### config.mk
export PLATFORM = sky130hd
export DESIGN_NAME = i2c_master_xfer_seq_flat
export DESIGN_NICKNAME = d
export VERILOG_FILES = /design/src/rtl/i2c_master_pkg.sv /design/src/rtl/i2c_master_xfer_seq_if.sv /design/src/rtl/i2c_master_xfer_seq.sv /design/src/flat_wrapper.sv
export SDC_FILE = /design/constraint.sdc
export NUM_CORES = 1
export LEC_CHECK = 0
export ABC_AREA = 1
export CORE_MARGIN = 2
export CORE_UTILIZATION = 40
export CTS_CLUSTER_SIZE = 24
export DETAILED_ROUTE_END_ITERATION = 7
export GPL_ROUTABILITY_DRIVEN = 0
export HOLD_SLACK_MARGIN = 0.12
export REMOVE_ABC_BUFFERS = 1
export SYNTH_ARGS = -nofsm -noshare
export SYNTH_HDL_FRONTEND = slang
export SYNTH_SLANG_ARGS = --single-unit
### constraint.sdc
create_clock -name clk_i -period 4.7 [get_ports clk_i]
set_input_delay 0.94 -clock clk_i [delete_from_list [all_inputs] [get_ports clk_i]]
set_output_delay 0.94 -clock clk_i [all_outputs]
set_load 0.005 [all_outputs]
### src/rtl/i2c_master_pkg.sv
// Shared definitions for the I2C master register-transaction sequencer:
// FSM states, completion codes, RW bit values and byte-controller command encodings.
package i2c_master_pkg;

   typedef enum logic [2:0] {
      ST_IDLE,
      ST_DEV_W,
      ST_REG,
      ST_WDATA,
      ST_DEV_R,
      ST_RDATA,
      ST_STOP,
      ST_DONE
   } xfer_state_e;

   localparam logic [1:0] XFER_ERR_OK   = 2'b00;
   localparam logic [1:0] XFER_ERR_ADDR = 2'b01;
   localparam logic [1:0] XFER_ERR_DATA = 2'b10;
   localparam logic [1:0] XFER_ERR_AL   = 2'b11;

   localparam logic I2C_WR = 1'b0;
   localparam logic I2C_RD = 1'b1;

   typedef struct packed {
      logic start;
      logic stop;
      logic read;
      logic write;
   } byte_cmd_t;

   localparam byte_cmd_t CMD_NONE     = '{start: 1'b0, stop: 1'b0, read: 1'b0, write: 1'b0};
   localparam byte_cmd_t CMD_START_WR = '{start: 1'b1, stop: 1'b0, read: 1'b0, write: 1'b1};
   localparam byte_cmd_t CMD_WR       = '{start: 1'b0, stop: 1'b0, read: 1'b0, write: 1'b1};
   localparam byte_cmd_t CMD_STOP     = '{start: 1'b0, stop: 1'b1, read: 1'b0, write: 1'b0};

   // Data-phase command: a read or a write byte, optionally closing the transfer with stop.
   function automatic byte_cmd_t data_cmd(input logic rd, input logic stop);
      return '{start: 1'b0, stop: stop, read: rd, write: !rd};
   endfunction

endpackage

### src/rtl/i2c_master_xfer_seq_if.sv
// Signal bundle between system logic, the transaction sequencer and the I2C byte controller.
// slave = the sequencer itself; master = the requester plus byte controller around it.
interface i2c_master_xfer_seq_if;

   logic        req_valid_i;
   logic        req_ready_o;
   logic [6:0]  req_dev_i;
   logic [7:0]  req_reg_i;
   logic        req_rnw_i;
   logic [1:0]  req_len_i;
   logic [31:0] req_wdata_i;

   logic        rsp_done_o;
   logic [1:0]  rsp_err_o;
   logic [31:0] rsp_rdata_o;
   logic        busy_o;

   logic        byte_start_o;
   logic        byte_stop_o;
   logic        byte_read_o;
   logic        byte_write_o;
   logic        byte_ack_o;
   logic [7:0]  byte_dat_o;
   logic        byte_cmd_ack_i;
   logic        byte_ack_i;
   logic [7:0]  byte_dat_i;
   logic        byte_al_i;

   modport slave (
      input  req_valid_i, req_dev_i, req_reg_i, req_rnw_i, req_len_i, req_wdata_i,
      output req_ready_o, rsp_done_o, rsp_err_o, rsp_rdata_o, busy_o,
      output byte_start_o, byte_stop_o, byte_read_o, byte_write_o, byte_ack_o, byte_dat_o,
      input  byte_cmd_ack_i, byte_ack_i, byte_dat_i, byte_al_i
   );

   modport master (
      output req_valid_i, req_dev_i, req_reg_i, req_rnw_i, req_len_i, req_wdata_i,
      input  req_ready_o, rsp_done_o, rsp_err_o, rsp_rdata_o, busy_o,
      input  byte_start_o, byte_stop_o, byte_read_o, byte_write_o, byte_ack_o, byte_dat_o,
      output byte_cmd_ack_i, byte_ack_i, byte_dat_i, byte_al_i
   );

endinterface

### src/rtl/i2c_master_xfer_seq.sv
// Expands one register-level request into the I2C byte-controller command sequence.
// Define I2C_XFER_RETRY_EN to retry once (stop, then restart) on the first address NACK.
module i2c_master_xfer_seq
   import i2c_master_pkg::*;
(
   input  logic                 clk_i,
   input  logic                 rst_n_i,
   i2c_master_xfer_seq_if.slave bus
);

   xfer_state_e state_q;
   byte_cmd_t   cmd_q;
   logic [6:0]  dev_q;
   logic [7:0]  reg_q;
   logic        rnw_q;
   logic [1:0]  len_q;
   logic [31:0] wdata_q;
   logic [1:0]  idx_q;
   logic [1:0]  err_q;
   logic [31:0] rdata_q;
   logic [7:0]  dat_q;
   logic        ack_q;
`ifdef I2C_XFER_RETRY_EN
   logic        retry_q;
`endif

   logic       ready;
   logic       accept;
   logic       last;
   logic       nack;
   logic [1:0] idx_nxt;
   logic       last_nxt;

   // DONE doubles as an accepting state so a held request starts in the done-pulse cycle.
   assign ready    = (state_q == ST_IDLE) || (state_q == ST_DONE);
   assign accept   = bus.req_valid_i && ready;
   assign last     = (idx_q == len_q);
   assign nack     = bus.byte_ack_i;
   assign idx_nxt  = idx_q + 2'd1;
   assign last_nxt = (idx_nxt == len_q);

   // NOTE: state is updated with non-blocking assignments only, so every branch sees pre-edge values.
   always_ff @(posedge clk_i or negedge rst_n_i) begin
      if (!rst_n_i) begin
         state_q <= ST_IDLE;
         cmd_q   <= CMD_NONE;
         dev_q   <= '0;
         reg_q   <= '0;
         rnw_q   <= 1'b0;
         len_q   <= '0;
         wdata_q <= '0;
         idx_q   <= '0;
         err_q   <= XFER_ERR_OK;
         rdata_q <= '0;
         dat_q   <= '0;
         ack_q   <= 1'b0;
`ifdef I2C_XFER_RETRY_EN
         retry_q <= 1'b0;
`endif
      end else if (accept) begin
         state_q <= ST_DEV_W;
         cmd_q   <= CMD_START_WR;
         dat_q   <= {bus.req_dev_i, I2C_WR};
         ack_q   <= 1'b0;
         dev_q   <= bus.req_dev_i;
         reg_q   <= bus.req_reg_i;
         rnw_q   <= bus.req_rnw_i;
         len_q   <= bus.req_len_i;
         wdata_q <= bus.req_wdata_i;
         idx_q   <= '0;
         err_q   <= XFER_ERR_OK;
         rdata_q <= '0;
`ifdef I2C_XFER_RETRY_EN
         retry_q <= 1'b0;
`endif
      end else if (ready) begin
         state_q <= ST_IDLE;
      end else if (bus.byte_al_i) begin
         // The byte controller has already released the bus, so no stop follows.
         cmd_q   <= CMD_NONE;
         err_q   <= XFER_ERR_AL;
         state_q <= ST_DONE;
      end else if (bus.byte_cmd_ack_i) begin
         cmd_q <= CMD_NONE;
         case (state_q)
            ST_DEV_W, ST_DEV_R: begin
               if (nack) begin
                  state_q <= ST_STOP;
                  cmd_q   <= CMD_STOP;
`ifdef I2C_XFER_RETRY_EN
                  retry_q <= 1'b1;
                  if (retry_q) err_q <= XFER_ERR_ADDR;
`else
                  err_q   <= XFER_ERR_ADDR;
`endif
               end else if (state_q == ST_DEV_W) begin
                  state_q <= ST_REG;
                  cmd_q   <= CMD_WR;
                  dat_q   <= reg_q;
               end else begin
                  state_q <= ST_RDATA;
                  cmd_q   <= data_cmd(I2C_RD, last);
                  ack_q   <= last;
               end
            end
            ST_REG: begin
               if (nack) begin
                  err_q   <= XFER_ERR_DATA;
                  state_q <= ST_STOP;
                  cmd_q   <= CMD_STOP;
               end else if (rnw_q) begin
                  state_q <= ST_DEV_R;
                  cmd_q   <= CMD_START_WR;
                  dat_q   <= {dev_q, I2C_RD};
               end else begin
                  state_q <= ST_WDATA;
                  cmd_q   <= data_cmd(I2C_WR, last);
                  dat_q   <= wdata_q[7:0];
               end
            end
            ST_WDATA: begin
               if (last) begin
                  state_q <= ST_DONE;
                  if (nack) err_q <= XFER_ERR_DATA;
               end else if (nack) begin
                  err_q   <= XFER_ERR_DATA;
                  state_q <= ST_STOP;
                  cmd_q   <= CMD_STOP;
               end else begin
                  idx_q <= idx_nxt;
                  cmd_q <= data_cmd(I2C_WR, last_nxt);
                  dat_q <= wdata_q[{idx_nxt, 3'b000} +: 8];
               end
            end
            ST_RDATA: begin
               rdata_q[{idx_q, 3'b000} +: 8] <= bus.byte_dat_i;
               if (last) begin
                  state_q <= ST_DONE;
               end else begin
                  idx_q <= idx_nxt;
                  cmd_q <= data_cmd(I2C_RD, last_nxt);
                  ack_q <= last_nxt;
               end
            end
            ST_STOP: begin
               state_q <= ST_DONE;
`ifdef I2C_XFER_RETRY_EN
               // Only the first address NACK reaches STOP with no error recorded: restart.
               if (err_q == XFER_ERR_OK) begin
                  state_q <= ST_DEV_W;
                  cmd_q   <= CMD_START_WR;
                  dat_q   <= {dev_q, I2C_WR};
               end
`endif
            end
            default: state_q <= ST_IDLE;
         endcase
      end
   end

   assign bus.req_ready_o  = ready;
   assign bus.busy_o       = !ready;
   assign bus.rsp_done_o   = (state_q == ST_DONE);
   assign bus.rsp_err_o    = err_q;
   assign bus.rsp_rdata_o  = rdata_q;
   assign bus.byte_start_o = cmd_q.start;
   assign bus.byte_stop_o  = cmd_q.stop;
   assign bus.byte_read_o  = cmd_q.read;
   assign bus.byte_write_o = cmd_q.write;
   assign bus.byte_ack_o   = ack_q;
   assign bus.byte_dat_o   = dat_q;

endmodule
### src/flat_wrapper.sv
// flat-port wrapper written by rule: the top's interface ports become plain ports
module i2c_master_xfer_seq_flat import i2c_master_pkg::*;
  (clk_i, rst_n_i, bus_req_valid_i, bus_req_dev_i, bus_req_reg_i, bus_req_rnw_i, bus_req_len_i, bus_req_wdata_i, bus_req_ready_o, bus_rsp_done_o, bus_rsp_err_o, bus_rsp_rdata_o, bus_busy_o, bus_byte_start_o, bus_byte_stop_o, bus_byte_read_o, bus_byte_write_o, bus_byte_ack_o, bus_byte_dat_o, bus_byte_cmd_ack_i, bus_byte_ack_i, bus_byte_dat_i, bus_byte_al_i);
  i2c_master_xfer_seq_if bus_i ();
  input  logic clk_i;
  input  logic rst_n_i;
  input wire logic [$bits(bus_i.req_valid_i)-1:0] bus_req_valid_i;
  input wire logic [$bits(bus_i.req_dev_i)-1:0] bus_req_dev_i;
  input wire logic [$bits(bus_i.req_reg_i)-1:0] bus_req_reg_i;
  input wire logic [$bits(bus_i.req_rnw_i)-1:0] bus_req_rnw_i;
  input wire logic [$bits(bus_i.req_len_i)-1:0] bus_req_len_i;
  input wire logic [$bits(bus_i.req_wdata_i)-1:0] bus_req_wdata_i;
  output wire logic [$bits(bus_i.req_ready_o)-1:0] bus_req_ready_o;
  output wire logic [$bits(bus_i.rsp_done_o)-1:0] bus_rsp_done_o;
  output wire logic [$bits(bus_i.rsp_err_o)-1:0] bus_rsp_err_o;
  output wire logic [$bits(bus_i.rsp_rdata_o)-1:0] bus_rsp_rdata_o;
  output wire logic [$bits(bus_i.busy_o)-1:0] bus_busy_o;
  output wire logic [$bits(bus_i.byte_start_o)-1:0] bus_byte_start_o;
  output wire logic [$bits(bus_i.byte_stop_o)-1:0] bus_byte_stop_o;
  output wire logic [$bits(bus_i.byte_read_o)-1:0] bus_byte_read_o;
  output wire logic [$bits(bus_i.byte_write_o)-1:0] bus_byte_write_o;
  output wire logic [$bits(bus_i.byte_ack_o)-1:0] bus_byte_ack_o;
  output wire logic [$bits(bus_i.byte_dat_o)-1:0] bus_byte_dat_o;
  input wire logic [$bits(bus_i.byte_cmd_ack_i)-1:0] bus_byte_cmd_ack_i;
  input wire logic [$bits(bus_i.byte_ack_i)-1:0] bus_byte_ack_i;
  input wire logic [$bits(bus_i.byte_dat_i)-1:0] bus_byte_dat_i;
  input wire logic [$bits(bus_i.byte_al_i)-1:0] bus_byte_al_i;
  assign bus_i.req_valid_i = bus_req_valid_i;
  assign bus_i.req_dev_i = bus_req_dev_i;
  assign bus_i.req_reg_i = bus_req_reg_i;
  assign bus_i.req_rnw_i = bus_req_rnw_i;
  assign bus_i.req_len_i = bus_req_len_i;
  assign bus_i.req_wdata_i = bus_req_wdata_i;
  assign bus_req_ready_o = bus_i.req_ready_o;
  assign bus_rsp_done_o = bus_i.rsp_done_o;
  assign bus_rsp_err_o = bus_i.rsp_err_o;
  assign bus_rsp_rdata_o = bus_i.rsp_rdata_o;
  assign bus_busy_o = bus_i.busy_o;
  assign bus_byte_start_o = bus_i.byte_start_o;
  assign bus_byte_stop_o = bus_i.byte_stop_o;
  assign bus_byte_read_o = bus_i.byte_read_o;
  assign bus_byte_write_o = bus_i.byte_write_o;
  assign bus_byte_ack_o = bus_i.byte_ack_o;
  assign bus_byte_dat_o = bus_i.byte_dat_o;
  assign bus_i.byte_cmd_ack_i = bus_byte_cmd_ack_i;
  assign bus_i.byte_ack_i = bus_byte_ack_i;
  assign bus_i.byte_dat_i = bus_byte_dat_i;
  assign bus_i.byte_al_i = bus_byte_al_i;
  i2c_master_xfer_seq u_core (.clk_i(clk_i), .rst_n_i(rst_n_i), .bus(bus_i));
endmodule
==> flow_summary.ini, run 1 <==
[floorplanning]
rows = 43
die_width_um = 122.0
core_um2 = 13720
dieHeight_um = 122.0
ios = 114
die_area_um2 = 14890
start_util_pct = 40.61

[flow_run]
maxCapViolations = 0

[synth]
syn_inst = 712
yosysWarnings = 0
yosysMostFrequentCell = nand2_1
ys_seq_elements = 102
syn_area_per_cell_um2 = 7.825
yosys.area.top_type_share_pct = 45.81
synth_top_area_cell = dfrtp_1
ys_seq_area_share_pct = 45.81
netlist_area_um2 = 5572
yosys-top-cells-count = nand2_1 (285), dfrtp_1 (102), inv_1 (60)
synth_edf_count = 0
synth_area_leaders = dfrtp_1 (46%), nand2_1 (19%), nand3_1 (4.8%)
yosysUniqueCellTypes = 37
synth_ff_type = dfrtp_1
synthArstFlopShare_pct = 100.0

[placed_design]
dp_hpwl_um = 10300
port_buffers = 113

[final_layout]
nets = 875
final_layout_size_suffix_gt1_share_pct = 9.988
synthToLayoutAreaGrowth_pct = 26.43
diodes = 0

[detailed_routing]
drt_iter0_markers = 364
wl_um = 14080
ant_nets = 0
via_per_inst = 4.931
first_pass_iters = 4
num_vias = 4887
routedWlPerCell_um = 14.21
remaining_drc_errors = 0

[grt]
grt_pass1_vias = 4732
grt_pass1_wl_um = 23180
grt-ovfl-total = 0
grt_max_degree = 62
grt.total_usage_pct = 19.84
antenna_found_initial = 0

[timing]
max-slew-margin-rel_pct = 46.27
fmax_mhz = 324.8
setup_viol = 0
rsz0062_at_grt = no
fin_skew_ps = 8.495
fin_crit_sh_pct = 65.52
tns_ps = 0
final_hold_viol_count = 0
drv_slew = 0
worst_pin_slew_ps = 802.9
final.min_clock_period_ps = 3079

[setup_path]
crit_type = reg -> reg
arrival_ps = 3360
worstPathMaxFanout = 24
start_kind = flop
required_ps = 4980
r2r_start = u_core.idx_q[0]
cp-end-kind = flop
reg2reg_to = u_core.bus.rsp_rdata_o[22]
rr_worst_depth = 6
rrSetupSlack_ps = 1620

[clock_network]
h-tree-depth = 3
cts-hold-fix-buffers = 0
clk_latency_ps = 350
cts_tree = done
cts_root_buf = clkbuf_16
cts_inserted_buffers = 9
cts_setup_buffers = 0
clkSinkCount = 102
cts_buffer_depth = 2
cts_resized = 0
clk_pin_slew_ps = 70

[min_path]
hold_class = reg -> reg
hold_start = u_core.dev_q[6]
hold_depth = 2
min_to = u_core.dev_q[6]

[pwr]
design_power_total_w = 0.004252
p_leak_nw = 3.352
peakVddDrop_mv = 0.2375
cellPowerDensity_nw_per_um2 = 603.5

[outcome]
outcome = completed
## area by class of cell
class	instances	area (um2)
fillers	1319	6675
multi-input cells	512	2560
flip-flops and latches	102	2552
repair buffers	117	1159
inverters	65	244.0
clock buffers	10	229.0
well taps	180	225.2
clock inverters	5	75.07
## logic make-up after synthesis
logic type / Yosys count / synth area share [%]
compound gates: 88 / 10.08
xor+xnor: 3 / 0.4717
fa+ha+maj: 4 / 0.8983
buf+inv: 98 / 8.376
flops: 102 / 45.81
simple gates: 417 / 34.36
## state kept, by name (all words and copies together), names as in the netlist, 2 cells and up
name,cells
u_core.len_q,2
u_core.bus.byte_dat_o,8
u_core.state_q,3
u_core.bus.rsp_rdata_o,32
u_core.wdata_q,32
u_core.idx_q,2
u_core.reg_q,8
u_core.dev_q,7
u_core.bus.rsp_err_o,2
## worst max-delay path by stage
stage | startpoint | to | slack (ps)
2_1_floorplan | bus_req_valid_i | u_core.bus.rsp_rdata_o[25] | 1690
3_3_place_gp | u_core.idx_q[0] | u_core.bus.rsp_rdata_o[19] | 1630
3_5_place_dp | bus_req_valid_i | u_core.bus.byte_dat_o[4] | 1560
4_1_cts | u_core.idx_q[0] | u_core.bus.rsp_rdata_o[22] | 1580
5_1_grt | u_core.idx_q[0] | u_core.bus.rsp_rdata_o[21] | 1330
6_report | u_core.idx_q[0] | u_core.bus.rsp_rdata_o[22] | 1620
## metrics by stage
step,worst slack (ps),utilization (%),instances,hold slack (ps),cell area [um2]
after floorplan,1694,-,679,442.2,5349
after global placement,1629,49.13,976,456.0,6740
after detailed placement,1563,49.13,976,460.4,6740
after CTS,1576,51.35,991,476.0,7044
after global routing,1330,51.35,991,497.5,7044
final,1621,51.35,991,474.1,7044
## placed cells by master, fill, tap and decap left out, types with 2 or more instances in the layout
| cell | count |
|---|---|
| nor2_1 | 26 |
| nand2_1 | 285 |
| a21oi_1 | 5 |
| ha_1 | 4 |
| o21ai_1 | 7 |
| nand4_1 | 18 |
| o21ai_0 | 42 |
| nand3_4 | 6 |
| bufinv_16 | 2 |
| nand3_1 | 53 |
| clkinv_2 | 3 |
| nand3_2 | 2 |
| nand2_2 | 9 |
| nand2_8 | 2 |
| inv_2 | 4 |
| nor3_1 | 4 |
| nor2_2 | 2 |
| clkdlybuf4s50_1 | 112 |
| a21boi_0 | 3 |
| nand2_4 | 4 |
| dfrtp_1 | 102 |
| clkbuf_16 | 9 |
| buf_4 | 5 |
| o21ai_2 | 28 |
| xnor2_1 | 2 |
| inv_1 | 60 |
## worst max-delay path, stage by stage (launching register included)
cell and delay (ps):
dfrtp_1 370, inv_1 560, ha_1 600, inv_1 380, nor4_2 720, nand3_1 190
o21ai_2 180
## per-layer routing
layer | GRT usage (%) | vias up | part of all wire (%)
li1 | - | 2449 | -
met1 | 26.55 | 2311 | 46
met2 | 32.16 | 108 | 49
met3 | 4.448 | 19 | 4.2
met4 | 6.106 | 0 | 1.7
met5 | 0 | - | 0
## power breakdown
group	internal [W]	total, W	switching, W
Clock	0.000461	0.000792	0.000330
Sequential	0.00120	0.00140	0.000201
Combinational	0.000766	0.00206	0.00129
Total	0.00243	0.00425	0.00183
Power figures use the tool's default switching activity.
==> run 2, diff against run 1 <==
PLACE_DENSITY = 0.67   (was unset)
clock period = 2.6 ns   (was 4.7 ns; I/O delays follow)
==> run 2 against run 1 <==
Via count decreased by 2.6%. Routed wire length down 4.2%. Register-to-register slack worse by 1200 ps. Cell count grew 1.0%. Core utilization rose by 0.79 points. Cell area up 1.5%. Clock power increased by 74%. Sequential cell count unchanged. Global-route usage down 0.64 points. Sequential power is 79% higher. Combinational power increased by 84%. Largest power group unchanged. Highest routed layer unchanged.
==> flow_summary.ini, run 2 (synthesis gave the netlist of run 1 again) <==
[outcome]
outcome = completed

[grt]
grt-ovfl-total = 0
grt_pass1_wl_um = 22290
grt_pass1_vias = 4467
antenna_found_initial = 0
grt_max_degree = 49
grt.total_usage_pct = 19.20

[pwr]
power.share.combinational_pct = 49.4
p_seq_share_pct = 32.6
p_sw_w = 0.003240
switching_share_pct = 42.21
p_int_w = 0.004435
cellPowerDensity_nw_per_um2 = 1073
peakVddDrop_mv = 0.4129
p_leak_nw = 3.408
pwr-share-clk_pct = 18.0

[setup_path]
cp-end-kind = output pin
arrival_ps = 1930
required_ps = 2080
cp_slowest_cell = dfrtp_1
crit_path_frequent_cell = nand2_4
start_kind = flop
crit_type = reg -> out
max_stage_delay_ps = 510
path_cells = nor2_2 > nand2_4 > nand2_4 > inv_2 > clkdlybuf4s50_1
worstPathMaxFanout = 11

[detailed_routing]
routedWlPerCell_um = 13.47
first_pass_iters = 4
num_vias = 4760
via_per_inst = 4.755
remaining_drc_errors = 0
ant_nets = 0
wl_um = 13490
drt_iter0_markers = 284

[floorplanning]
dieHeight_um = 122.0
rows = 43
die_area_um2 = 14890
start_util_pct = 40.61
ios = 114
core_um2 = 13720
die_width_um = 122.0

[clock_network]
cts_resized = 0
cts_inserted_buffers = 9
clkSinkCount = 102
clk_pin_slew_ps = 70
cts_tree = done
cts_root_buf = clkbuf_16
cts_buffer_depth = 2
h-tree-depth = 3
clk_latency_ps = 350
cts-hold-fix-buffers = 0
cts_setup_buffers = 0

[flow_run]
maxCapViolations = 0

[timing]
rsz0062_at_grt = no
fmax_mhz = 408.1
setup_viol = 0
worst_pin_slew_ps = 674.8
final_hold_viol_count = 0
fin_crit_sh_pct = 94.24
tns_ps = 0
fin_skew_ps = 4.304
final.min_clock_period_ps = 2450
drv_slew = 0
max-slew-margin-rel_pct = 54.64

[placed_design]
place_area_um2 = 6853
port_buffers = 113
dp_hpwl_um = 10060

[final_layout]
stdcell_area_um2 = 7153
fill_cells = 1341
diodes = 0
final_cell_mix = nand2_1 (285), clkdlybuf4s50_1 (112), dfrtp_1 (102)
final_layout_size_suffix_gt1_share_pct = 11.08
nets = 885
synthToLayoutAreaGrowth_pct = 28.39
layout_commonest_cell = nand2_1

[min_path]
hold_class = in -> async
==> run 2: changes by cell type in the layout (fill, tap and decap cells not counted) <==
cell       before  now
clkinv_2        3    1
clkinv_4        0    1
buf_4           5   12
clkbuf_8        0    2
bufinv_16       2    1
buf_12          0    3
==> run 2: area by class of cell <==
cell class | count | area [um2] | share of cell area [%]
Inverter | 65 | 244.0 | 3.411
Tap cell | 180 | 225.2 | 3.149
Multi-Input combinational cell | 512 | 2560 | 35.79
Sequential cell | 102 | 2552 | 35.68
Clock buffer | 12 | 256.5 | 3.586
Clock inverter | 3 | 43.79 | 0.6122
Timing Repair Buffer | 127 | 1271 | 17.77
==> run 2: through the flow <==
| step | util [%] | power, W | instances | setup slack [ps] | hold slack, ps |
|---|---|---|---|---|---|
| CTS | 52.14 | 0.007753 | 1001 | 138.9 | 125.9 |
| global route | 52.14 | 0.008390 | 1001 | 47.07 | 152.5 |
| floorplan | - | 0.004998 | 679 | -341.3 | 224.4 |
| finish | 52.14 | 0.007675 | 1001 | 149.8 | 117.7 |
| detailed placement | 49.95 | 0.006347 | 986 | 265.3 | 460.3 |
| global placement | 49.95 | 0.006288 | 986 | 296.5 | 454.9 |
==> run 2: routing by layer <==
layer	routed length, um	up-vias	GRT usage (%)
li1	-	2471	-
met4	210	0	6.968
met2	6174	105	28.67
met3	530	13	3.652
met1	6572	2171	27.74
met5	0	-	0
==> run 2: critical path: cells and delay by family (launching register included) <==
kind	cells	cell delay, ps
and+or+nand+nor	3	520
buffers and inverters	2	540
DFF	1	510
==> run 2: final timing paths <==
| check | slack, ps | startpoint | end | cells after the start |
|---|---|---|---|---|
| hold / removal | 120 | rst_n_i | u_core.reg_q[1] | 1 |
| max in group asynchronous | 1880 | rst_n_i | u_core.bus.rsp_rdata_o[22] | 2 |
| hold reg to reg | 470 | u_core.dev_q[4] | u_core.dev_q[4] | 2 |
| min in group clk_i | 470 | u_core.dev_q[4] | u_core.dev_q[4] | 2 |
| setup / recovery | 150 | u_core.state_q[1] | bus_busy_o | 5 |
| setup reg to reg | 430 | u_core.idx_q[0] | u_core.bus.rsp_rdata_o[24] | 7 |
==> run 2: power by group through the flow <==
stage	Combinational [W]	Sequential, W	Clock [W]
global route	0.00435	0.00257	0.00147
detailed placement	0.00382	0.00253	0
global placement	0.00377	0.00252	0
finish	0.00379	0.00250	0.00138
CTS	0.00384	0.00250	0.00141
floorplan	0.00247	0.00253	0
==> run 3, diff against run 2 <==
CORE_UTILIZATION = 25   (was 40)
PLACE_DENSITY = unset   (was 0.67)
clock period = 3.2 ns   (was 2.6 ns; I/O delays follow)
==> run 3 against run 2 <==
Die area increased by 58%. Critical path depth unchanged. Non-clock buffer count is 5 lower. Clock skew is 5.8 ps higher. Sequential share of layout area down 0.38 points. Global-route usage down 5.6 points. Sequential cell count stayed put. Core utilization fell by 19 points. Worst setup slack improved by 250 ps. Combinational power decreased by 18%. Highest routed layer unchanged.
==> flow_summary.ini, run 3 (synthesis gave the netlist of run 1 again) <==
[outcome]
outcome = completed

[timing]
fmax_mhz = 357.2
final.min_clock_period_ps = 2800
rsz0062_at_grt = no
worst_pin_slew_ps = 729.6
fin_crit_sh_pct = 87.49
postLayoutSetupSlackWorst_ps = 400.4
drv_slew = 0
tns_ps = 0
fin_skew_ps = 10.08
final_hold_viol_count = 0
setup_viol = 0
max-slew-margin-rel_pct = 50.95

[clock_network]
h-tree-depth = 3
clk_latency_ps = 360
cts_tree = done
cts-hold-fix-buffers = 0
cts_buffer_depth = 2
clk_pin_slew_ps = 70
clkSinkCount = 102
cts_resized = 0
cts_setup_buffers = 0
cts_root_buf = clkbuf_16
cts_inserted_buffers = 9

[pwr]
design_power_total_w = 0.006323
pwr-share-clk_pct = 18.3
peakVddDrop_mv = 0.3044
cellPowerDensity_nw_per_um2 = 874.4
p_sw_w = 0.002744
p_int_w = 0.003578
switching_share_pct = 43.41
power.share.combinational_pct = 49.1
p_seq_share_pct = 32.6
p_leak_nw = 3.379

[final_layout]
stdcell_area_um2 = 7231
fill_cells = 2315
nets = 880
layout_commonest_cell = nand2_1
final_cell_mix = nand2_1 (285), clkdlybuf4s50_1 (112), dfrtp_1 (102)
synthToLayoutAreaGrowth_pct = 29.78
diodes = 0
final_layout_size_suffix_gt1_share_pct = 10.53

[floorplanning]
die_width_um = 153.3
start_util_pct = 25.53
die_area_um2 = 23500
dieHeight_um = 153.3
core_um2 = 21820
rows = 54
ios = 114

[detailed_routing]
wl_um = 15570
via_per_inst = 4.380
remaining_drc_errors = 0
drt_iter0_markers = 302
num_vias = 4805
first_pass_iters = 5
routedWlPerCell_um = 14.19
ant_nets = 0

[grt]
grt_max_degree = 62
grt.total_usage_pct = 13.57
grt_pass1_vias = 4748
grt_pass1_wl_um = 25450
grt-ovfl-total = 0
antenna_found_initial = 0

[setup_path]
crit_type = reg -> out
r2r_start = u_core.state_q[2]
rrSetupSlack_ps = 960
arrival_ps = 2160
start_kind = flop
reg2reg_to = u_core.bus.rsp_rdata_o[20]
required_ps = 2560
endpoint = bus_busy_o
cp-end-kind = output pin
startpoint = u_core.state_q[2]
worstPathMaxFanout = 11
rr_worst_depth = 8

[placed_design]
dp_hpwl_um = 11420
pre_cts_slack_ps = 606.5
port_buffers = 113
place_area_um2 = 6928

[min_path]
hold_class = in -> async

[flow_run]
maxCapViolations = 0
run 3: changes by cell type in the layout (fill, tap and decap cells not counted), sizes merged:
cell	previous run	this run
clkinv	3	2
clkinvlp	0	1
clkbuf	12	13
buf	15	10
run 3: layer usage:
layer	routed length, um	vias to the layer above	GRT usage, %
li1	-	2461	-
met1	7474	2217	18.80
met2	7213	104	21.26
met3	609	23	2.892
met4	269	0	4.101
met5	0	-	0
run 3: area by class of cell:
cell class / instances / area, um2 / share of cell area [%]
multi-input combinational: 512 / 2560 / 35.40
sequential: 102 / 2552 / 35.30
timing repair buffer: 122 / 1221 / 16.89
tap: 280 / 350.3 / 4.845
clock buffer: 13 / 260.3 / 3.599
inverter: 65 / 244.0 / 3.374
clock inverter: 3 / 42.54 / 0.5883
run 3: worst max-delay path: stages (launching register included):
cell	delay [ps]
dfrtp_1	610
inv_1	250
nand2_4	160
nand2_4	130
inv_2	120
clkdlybuf4s50_1	520
run 3: power groups by stage:
stage / Clock (W) / Combinational, W / Sequential (W)
after floorplan: 0 / 0.00200 / 0.00206
after global placement: 0 / 0.00311 / 0.00208
after detailed placement: 0 / 0.00313 / 0.00209
after CTS: 0.00117 / 0.00315 / 0.00207
after global routing: 0.00123 / 0.00354 / 0.00212
final: 0.00116 / 0.00311 / 0.00206
run 3: stage by stage:
| step | hold slack (ps) | cells | util [%] |
|---|---|---|---|
| after floorplan | 344.4 | 679 | - |
| after detailed placement | 458.5 | 1081 | 31.75 |
| after global placement | 456.7 | 1081 | 31.75 |
| after CTS | 363.6 | 1097 | 33.13 |
| final | 331.9 | 1097 | 33.13 |
| after global routing | 392.1 | 1097 | 33.13 |
run 3: worst min-delay path by stage:
stage | from | end | slack, ps
after global routing | rst_n_i | u_core.bus.rsp_rdata_o[7] | 390
after global placement | u_core.dev_q[6] | u_core.dev_q[6] | 460
after CTS | rst_n_i | u_core.bus.rsp_rdata_o[7] | 360
final | rst_n_i | u_core.bus.rsp_rdata_o[21] | 330
after detailed placement | u_core.dev_q[1] | u_core.dev_q[1] | 460
after floorplan | rst_n_i | u_core.bus.byte_ack_o | 340
